File: config.mk
export PLATFORM = sky130hd
export DESIGN_NAME = clk_en_gen_mc
export DESIGN_NICKNAME = d
export VERILOG_FILES = /design/src/rtl/clk_en_gen_pkg.sv /design/src/rtl/clk_en_gen_ch.sv /design/src/rtl/clk_en_gen_mc.sv
export SDC_FILE = /design/constraint.sdc
export NUM_CORES = 1
export LEC_CHECK = 0
export CELL_PAD_IN_SITES_DETAIL_PLACEMENT = 1
export CELL_PAD_IN_SITES_GLOBAL_PLACEMENT = 1
export CORE_MARGIN = 10
export CORE_UTILIZATION = 42
export DETAILED_ROUTE_END_ITERATION = 6
export HOLD_SLACK_MARGIN = 0.03
export PLACE_DENSITY_LB_ADDON = 0.1
export SYNTH_ARGS = -nofsm -noshare
export SYNTH_HDL_FRONTEND = slang
export SYNTH_HIERARCHICAL = 1
export SYNTH_SLANG_ARGS = --single-unit
File: constraint.sdc
create_clock -name clk_in -period 4.5 [get_ports clk_in]
set_input_delay 0.675 -clock clk_in [delete_from_list [all_inputs] [get_ports clk_in]]
set_output_delay 0.675 -clock clk_in [all_outputs]
set_load 0.01 [all_outputs]
File: src/rtl/clk_en_gen_pkg.sv
// Shared types and helpers for the multi-channel clock-enable generator.
// Config requests are widened to fixed maximum sizes so one validator serves every instance.
package clk_en_gen_pkg;

  localparam int CFG_CH_MAX_W   = 8;
  localparam int CFG_DATA_MAX_W = 32;

  typedef struct packed {
    logic [CFG_CH_MAX_W-1:0]   ch;
    logic [CFG_DATA_MAX_W-1:0] div;
    logic [CFG_DATA_MAX_W-1:0] phase;
  } cfg_req_t;

  function automatic int calc_ch_w(input int num_ch);
    return (num_ch > 1) ? $clog2(num_ch) : 1;
  endfunction

  // Divisor 0 would make the wrap compare underflow; phase must fall inside the period.
  function automatic logic cfg_is_valid(input cfg_req_t req,
                                        input logic [CFG_DATA_MAX_W-1:0] num_ch);
    return (req.div != 32'd0) && (req.phase < req.div) &&
           (CFG_DATA_MAX_W'(req.ch) < num_ch);
  endfunction

endpackage

File: src/rtl/clk_en_gen_ch.sv
// One enable channel: period counter, active/pending divisor and phase, strobe and square wave.
// Pending updates are only promoted at a stop, a sync, or a period boundary.
module clk_en_ch #(
  parameter int COUNTER_WIDTH = 16,
  parameter int DEFAULT_DIV   = 2
) (
  input  logic                     clk_in,
  input  logic                     rst,
  input  logic                     run,
  input  logic                     sync,
  input  logic                     load,
  input  logic [COUNTER_WIDTH-1:0] cfg_div,
  input  logic [COUNTER_WIDTH-1:0] cfg_phase,
  output logic                     pend,
  output logic                     clk_en,
  output logic                     clk_sq
);

  logic [COUNTER_WIDTH-1:0] cnt_q, cnt_d;
  logic [COUNTER_WIDTH-1:0] div_q, div_d;
  logic [COUNTER_WIDTH-1:0] phase_q, phase_d;
  logic [COUNTER_WIDTH-1:0] div_pend_q, div_pend_d;
  logic [COUNTER_WIDTH-1:0] phase_pend_q, phase_pend_d;
  logic                     pend_q, pend_d;
  logic                     en_q, en_d;
  logic                     sq_q, sq_d;
  logic                     wrap_s;
  logic                     apply_s;

  always_comb begin
    div_d        = div_q;
    phase_d      = phase_q;
    div_pend_d   = div_pend_q;
    phase_pend_d = phase_pend_q;
    pend_d       = pend_q;
    cnt_d        = cnt_q;
    en_d         = 1'b0;
    wrap_s       = (cnt_q == (div_q - COUNTER_WIDTH'(1)));
    apply_s      = pend_q & (~run | sync | wrap_s);

    if (apply_s) begin
      div_d   = div_pend_q;
      phase_d = phase_pend_q;
      pend_d  = 1'b0;
    end else begin
      pend_d  = pend_q;
    end

    // Stop and sync both restart the period at the (possibly new) phase without a strobe.
    if (!run || sync) begin
      cnt_d = phase_d;
    end else if (wrap_s) begin
      cnt_d = apply_s ? phase_d : '0;
      en_d  = 1'b1;
    end else begin
      cnt_d = cnt_q + COUNTER_WIDTH'(1);
    end

    // The top only issues a load while no channel is pending, so it never collides with a promote.
    if (load) begin
      pend_d       = 1'b1;
      div_pend_d   = cfg_div;
      phase_pend_d = cfg_phase;
    end else begin
      pend_d       = pend_d;
    end

    sq_d = run & (cnt_d < (div_d >> 1));
  end

  always_ff @(posedge clk_in) begin
    if (!rst) begin
      cnt_q        <= '0;
      div_q        <= COUNTER_WIDTH'(DEFAULT_DIV);
      phase_q      <= '0;
      div_pend_q   <= '0;
      phase_pend_q <= '0;
      pend_q       <= 1'b0;
      en_q         <= 1'b0;
      sq_q         <= 1'b0;
    end else begin
      cnt_q        <= cnt_d;
      div_q        <= div_d;
      phase_q      <= phase_d;
      div_pend_q   <= div_pend_d;
      phase_pend_q <= phase_pend_d;
      pend_q       <= pend_d;
      en_q         <= en_d;
      sq_q         <= sq_d;
    end
  end

  assign pend   = pend_q;
  assign clk_en = en_q;
  assign clk_sq = sq_q;

endmodule

File: src/rtl/clk_en_gen_mc.sv
// Multi-channel clock-enable generator: config handshake, validation, error pulse and channel decode.
// The config port stays busy while any channel still holds an unapplied update.
module clk_en_gen_mc
  import clk_en_gen_pkg::*;
#(
  parameter int  NUM_CH        = 2,
  parameter int  COUNTER_WIDTH = 16,
  parameter int  DEFAULT_DIV   = 2,
  localparam int CH_W          = calc_ch_w(NUM_CH)
) (
  input  logic                     clk_in,
  input  logic                     rst,
  input  logic                     cfg_valid,
  output logic                     cfg_ready,
  input  logic [CH_W-1:0]          cfg_ch,
  input  logic [COUNTER_WIDTH-1:0] cfg_div,
  input  logic [COUNTER_WIDTH-1:0] cfg_phase,
  output logic                     cfg_err,
  input  logic [NUM_CH-1:0]        ch_run,
  input  logic                     sync,
  output logic [NUM_CH-1:0]        clk_en,
  output logic [NUM_CH-1:0]        clk_sq
);

  cfg_req_t          req_s;
  logic              cfg_xfer_s;
  logic              cfg_ok_s;
  logic              cfg_err_d, cfg_err_q;
  logic [NUM_CH-1:0] load_s;
  logic [NUM_CH-1:0] pend_s;

  assign cfg_ready = ~|pend_s;

  always_comb begin
    req_s.ch    = CFG_CH_MAX_W'(cfg_ch);
    req_s.div   = CFG_DATA_MAX_W'(cfg_div);
    req_s.phase = CFG_DATA_MAX_W'(cfg_phase);
    cfg_xfer_s  = cfg_valid & cfg_ready & rst;
    cfg_ok_s    = cfg_is_valid(req_s, CFG_DATA_MAX_W'(NUM_CH));
    cfg_err_d   = cfg_xfer_s & ~cfg_ok_s;
    load_s      = '0;
    for (int i = 0; i < NUM_CH; i++) begin
      if (cfg_xfer_s && cfg_ok_s && (32'(cfg_ch) == 32'(i))) begin
        load_s[i] = 1'b1;
      end else begin
        load_s[i] = 1'b0;
      end
    end
  end

  always_ff @(posedge clk_in) begin
    if (!rst) begin
      cfg_err_q <= 1'b0;
    end else begin
      cfg_err_q <= cfg_err_d;
    end
  end

  assign cfg_err = cfg_err_q;

  for (genvar g = 0; g < NUM_CH; g++) begin : g_ch
    clk_en_ch #(
      .COUNTER_WIDTH(COUNTER_WIDTH),
      .DEFAULT_DIV  (DEFAULT_DIV)
    ) u_ch (
      .clk_in   (clk_in),
      .rst      (rst),
      .run      (ch_run[g]),
      .sync     (sync),
      .load     (load_s[g]),
      .cfg_div  (cfg_div),
      .cfg_phase(cfg_phase),
      .pend     (pend_s[g]),
      .clk_en   (clk_en[g]),
      .clk_sq   (clk_sq[g])
    );
  end

endmodule

=== Yosys cells after proc, flatten, opt, wreduce, memory -nomap -nowiden ===
Index checks and enable logic that the tools add are counted.

* Eq/ne operators: 2
* $add $sub $neg: 4
* Bitwise gates (word level): 16
* Reduce and logical (&&, ||, !) cells: 15
* Multiplexer cells: 18
* Order comparisons: 3

{| class="wikitable"
|+ Operators by type and width
! cell !! number
|-
| $mux W16 || 10
|-
| $add A16 B1 Y16 const B || 2
|-
| $eq A16 B16 Y1 || 2
|-
| $lt A16 B15 Y1 || 2
|-
| $sub A16 B1 Y16 const B || 2
|-
| $lt A16 B16 Y1 || 1
|-
| $reduce_bool A16 Y1 || 1
|-
| $mux W1 || 8
|-
| $and A1 B1 Y1 || 7
|-
| $reduce_or A2 Y1 || 3
|-
| $not A1 Y1 || 5
|-
| $logic_and A1 B1 Y1 || 4
|-
| $or A1 B1 Y1 || 4
|-
| $reduce_bool A2 Y1 || 2
|-
| $logic_not A1 Y1 || 3
|-
| $logic_or A1 B1 Y1 || 2
|}

* Input bits: 39
* Output and inout port bits: 6
* Flip-flop bits (word level): 167
* Logic and storage cells: 77

=== Longest topological paths before layout ===
* Depth after elaboration: 10
* Mapped depth: 21
* Mapped depth without buffers: 19

=== By module ===
Netlist, hierarchy kept.

{| class="wikitable"
|+ By module, submodules not included
! module !! instances !! sequential area each (µm²) !! cells each !! area an instance (µm²)
|-
| clk_en_ch at g_ch[1].u_ch || 1 || 1,661.6 || 511 || 4,468.0
|-
| clk_en_ch at g_ch[0].u_ch || 1 || 1,661.6 || 480 || 4,246.6
|-
| clk_en_gen_mc || 1 || 20.0 || 64 || 505.5
|}

=== Least setup slack after synthesis ===
OpenSTA, ideal clock, no wires.

* Path kind: reg-to-reg
* From: reg g_ch[0].u_ch.div_q[2]
* To: reg g_ch[0].u_ch.sq_q
* Setup time: 0.079 ns
* Buffers on the path: 4
* Setup slack: -0.134 ns
* Data required time: 4.421 ns
* Stages on the path, launching flop included: 21
* Arrival time: 4.555 ns
* Period minus slack after synthesis: 4.634 ns
* Path through: dfxtp_1 buf_2 or3_1 buf_2 or4_4 or3_1 a2111oi_2 nand4_2 a21oi_2 buf_4 buf_6 mux2i_1 ha_1 nand4_1 nor2_1 a211oi_1 a21oi_1 nor2_1 o211ai_1 a2111o_1 a211oi_2

* Longest elaborated chain between the ends: 10
* Elaborated cells on any way between the ends: 11
* Those cells by class: 1 x add/sub; 1 x order compare; 1 x eq/ne; 5 x mux; 3 x bitwise

{| class="wikitable"
|+ RTL lines
! item !! line !! text
|-
| from (decl) || clk_en_gen_ch.sv:20 || <nowiki>logic [COUNTER_WIDTH-1:0] div_q, div_d;</nowiki>
|-
| from (signal assigned) || clk_en_gen_ch.sv:74 || <nowiki>div_q <= COUNTER_WIDTH'(DEFAULT_DIV);</nowiki>
|-
| from (signal assigned) || clk_en_gen_ch.sv:83 || <nowiki>div_q <= div_d;</nowiki>
|-
| $sub A16 B1 Y16 || clk_en_gen_ch.sv:38 || <nowiki>wrap_s = (cnt_q == (div_q - COUNTER_WIDTH'(1)));</nowiki>
|-
| $eq A16 B16 Y1 || clk_en_gen_ch.sv:38 ||
|-
| $or A1 B1 Y1 || clk_en_gen_ch.sv:39 || <nowiki>apply_s = pend_q & (~run | sync | wrap_s);</nowiki>
|-
| $and A1 B1 Y1 || clk_en_gen_ch.sv:39 ||
|-
| $mux W16 || clk_en_gen_ch.sv:41 || <nowiki>if (apply_s) begin</nowiki>
|-
| $mux W16 || clk_en_gen_ch.sv:53 || <nowiki>cnt_d = apply_s ? phase_d : '0;</nowiki>
|-
| $mux W16 || clk_en_gen_ch.sv:52 || <nowiki>end else if (wrap_s) begin</nowiki>
|-
| $mux W16 || clk_en_gen_ch.sv:50 || <nowiki>if (!run || sync) begin</nowiki>
|-
| $lt A16 B15 Y1 (*) || clk_en_gen_ch.sv:68 || <nowiki>sq_d = run & (cnt_d < (div_d >> 1));</nowiki>
|-
| $and A1 B1 Y1 (*) || clk_en_gen_ch.sv:68 ||
|-
| to (signal assigned) || clk_en_gen_ch.sv:89 || <nowiki>sq_q <= sq_d;</nowiki>
|-
| to (decl) || clk_en_gen_ch.sv:26 || <nowiki>logic sq_q, sq_d;</nowiki>
|}

Every way passes the cells marked *; elsewhere a longest branch is shown, timed or not.
A chain may end at the register's enable or synchronous reset.

=== Final worst setup path ===
* From: reg g_ch[0].u_ch.div_q[5]
* To: reg g_ch[0].u_ch.sq_q

The elaborated chain is that of the path after synthesis.

==> run summary <==
Total wire length: 31.5 mm
Setup violators final: 1
Root buf cell: clkbuf_16
Synth Instances: 1055
Placed cell areas: 10400 um2
FF-to-FF Start: g_ch[0].u_ch/div_q[5]
Number of global-route vias before repair: 8679
Slowest cell on the critical path: or4_4
WS Path Type: flop to flop
Die Wd: 168 um
Starting Density: 42.5%
Startpoint types: flop
Synth area leaders: dfxtp_1 36%, mux2i_1 12%, ha_1 6.4%
Setup ws final: -0.0669 ns
Final cell count without fillers: 1446
Clock Sinks: 167
Register area: 3350 um2
GPL Wtd Cong: 0.878
Highest metal used: met4
Slew at the pin closest to its max-slew limit: 1.24 ns
Die area: 28300 um2
IO Pins: 45
Slew Viols, Final: 0
Final nets: 1239
Failing checks: setup timing
Reg2reg setup slack: -0.07 ns
Vias: 8304
Met3 wire length: 1.36 mm
Multi-input logic area: 5850 um2
N_diodes: 0
Cell accounting for the most synthesized area: dfxtp_1
Layout cell share with drive strength beyond 1: 17.1%
All-Layer GR Usage: 21.5%
Final min period: 4.57 ns
Sw Ratio: 27.9%
Worst rel slew slack: 17.3%
Leakage: 0.00472 uW
TNS Setup: -0.0669 ns
H-tree depth: 4
Mean Syn Cell Area: 8.74 um2
#FFs+latches synth: 167
Combinational Power Share: 10.4%
Initial antenna violation count: 0
Number of fill cells in the layout: 2486
Clock buffer depth: 2
Synth cell types: 75
Iter 0 DRT Violations: 643
PwrDens: 289 nW/um2
Slowest stage delay, CP: 0.55 ns
Tcrit/Tclk final: 101%
Part of the power in registers: 45.5%
Post-route design area: 11600 um2
CTS buffer count: 17
WL per Instance: 21.8 um
Row Count: 54
Post-detailed-placement half-perimeter wirelength: 23.0 mm
Seq/Total Area, Yosys: 36.3%
Peak supply drop: 0.256 mV
NetSw: 932 uW
Buffers added on ports: 44
Unrepaired setup endpoints after global routing: true
Area growth syn-to-layout: 25.4%
Total of max-cap violations: 0
Core Footprint: 21700 um2
CP max FO: 6
Vias per cell: 5.74
Ys Warns: 6
Max frequency: 219 MHz
Top_reg_cell synth: dfxtp_1
Critical path destination: g_ch[0].u_ch/clk_sq
Worst-path cell chain: or4_4 > or4_4 > or3_4 > a2111oi_4 > nand4_4 > a21oi_4 > buf_12 > mux2i_4 > ha_4 > nand4_1 > nor2_2 > a211oi_2 > a21oi_1 > nor2_1 > o211ai_1 > a2111o_1 > a211oi_2
Drt pass-1 iters: 5
Ys async rst share: 0%
# DRC: 0
Cell Int Power: 2410 uW
WL met2: 14.2 mm
Synthesized cell area: 9220 um2
Total placed cells including tap cells: 1402
Clock Power Share: 44.1%
Gr ovfl total: 0
Post-Synthesis Net Count: 1141
Crit end category: flop
Detail Route Antenna Nets: 0
CTS clk-pin slew, worst paths: 0.07 ns
Die Ht: 168 um
Global-route wire length before repair: 48.6 mm
Largest net degree at the start of global routing: 75
Post-synth EDFFs: 0
CP startpoint: g_ch[0].u_ch/div_q[5]
Critical path data required time: 4.86 ns
CTS tree: built
R2r worst-path depth: 17
Post-synth top area share: 36.3%
M1 WL: 15.3 mm
Total Power: 3340 uW
Final hold slack: 0.456 ns
Status: finished with violations
Setup Skew: 0.0170 ns
WP data arrival: 4.93 ns
Worst skew pair latency: 0.45 ns
Hold_buf cts: 0
Worst hold path type: flop to flop
Worst reg2reg endpoint: g_ch[0].u_ch/clk_sq
Final Hold Fails: 0
cell type report:
| cell class | instances | share of cell area [%] |
|---|---|---|
| Sequential cell | 167 | 29.0 |
| Clock inverter | 14 | 1.32 |
| Tap cell | 280 | 3.03 |
| Clock buffer | 18 | 3.80 |
| Multi-Input combinational cell | 795 | 50.5 |
| Inverter | 33 | 1.07 |
| Timing Repair Buffer | 139 | 11.3 |
cells in the mapped netlist, types with 7 or more instances:
cell / count
and2_1: 19
nor4_1: 15
o21ai_0: 32
mux2i_1: 108
buf_1: 7
nor2b_1: 8
inv_1: 32
a31oi_1: 9
and3_1: 27
nor3_1: 14
or3_1: 18
clkbuf_1: 36
or4_1: 10
nand2_1: 68
a21oi_1: 42
o21a_1: 9
nand3_1: 32
dfxtp_1: 167
xor2_1: 29
nor2_1: 147
o31a_1: 10
ha_1: 47
xnor2_1: 32
nand2b_1: 16
nand4_1: 20
a211oi_1: 11
power by group through the flow:
stage / combinational [uW] / clock [uW] / sequential [uW]
2_1_floorplan: 176 / 0 / 1550
3_3_place_gp: 316 / 0 / 1550
3_5_place_dp: 321 / 0 / 1550
4_1_cts: 333 / 1490 / 1520
5_1_grt: 375 / 1550 / 1520
6_report: 349 / 1470 / 1520
metrics by stage:
step                      setup slack, ns  utilization [%]
after global routing               -0.328             53.3
after detailed placement           -0.227             48.1
after global placement            -0.0891             48.1
after floorplan                    0.0162                -
final                             -0.0669             53.3
after CTS                        0.000862             51.7
cell usage in the layout (no fill, tap or decap), drive strengths merged, types with 13 or more instances in the layout:
cell type and count:
dfxtp 167, nor2 148, mux2i 108, buf 94
nand2 68, ha 47, clkdlybuf4s50 44, a21oi 43
inv 42, o21ai 33, xnor2 32, nand3 32
xor2 29, and3 27, nand4 21, and2 20
clkbuf 19, or3 19, nor4 17, nand2b 16
nor3 15, a211oi 13
per-layer routing:
metal	vias up	track usage, %
met4	0	6.78
met2	178	33.4
li1	3951	-
met5	-	0
met3	39	2.84
met1	4136	30.1
worst max-delay path, delay by kind of cell (launching register included):
family                     cells  cell delay (ns)
AOI/OAI and AO/OA              7             1.60
buffers and inverters          1             0.18
muxes                          1             0.29
and+or+nand+nor                7             1.84
DFF                            1             0.33
adders and majority gates      1             0.25
flip-flops by register name (all words and copies together), names as in the netlist:
register                flops
cfg_err                     1
g_ch.u_ch/clk_sq            2
g_ch.u_ch/cnt_q            32
g_ch.u_ch/clk_en            2
g_ch.u_ch/phase_q          32
g_ch.u_ch/phase_pend_q     32
g_ch.u_ch/pend              2
g_ch.u_ch/div_pend_q       32
g_ch.u_ch/div_q            32
cell families (layout without fill, tap and decap cells):
kind of cell	count (synthesis)	in the layout	synth area share, %
AND/OR/NAND/NOR	414	414	22.6
XOR/XNOR	63	63	6.28
AO/OA/AOI/OAI	163	163	12.2
buffers and inverters	93	204	4.56
flip-flops	167	167	36.3
multiplexers	108	108	11.7
adder cells (fa/ha/maj)	47	47	6.38
how the worst min path moves through the flow:
stage	startpoint	to	slack (ns)	cells after the start
floorplan	g_ch[1].u_ch/phase_q[11]	g_ch[1].u_ch/phase_q[11]	0.44	2
global placement	g_ch[1].u_ch/phase_q[12]	g_ch[1].u_ch/phase_q[12]	0.44	2
detailed placement	g_ch[1].u_ch/phase_q[4]	g_ch[1].u_ch/phase_q[4]	0.45	2
CTS	g_ch[1].u_ch/phase_q[14]	g_ch[1].u_ch/phase_q[14]	0.46	2
global route	g_ch[1].u_ch/phase_q[15]	g_ch[1].u_ch/phase_q[15]	0.48	2
finish	g_ch[1].u_ch/phase_q[15]	g_ch[1].u_ch/phase_q[15]	0.46	2
repair_timing:
item	in CTS	in global routing
setup endpoints to repair	1	2
setup buffers	3	6
pin swaps	5	24
cloned	2	1
resized for setup	27	54
No activity file was read; power rests on OpenSTA's default activity.
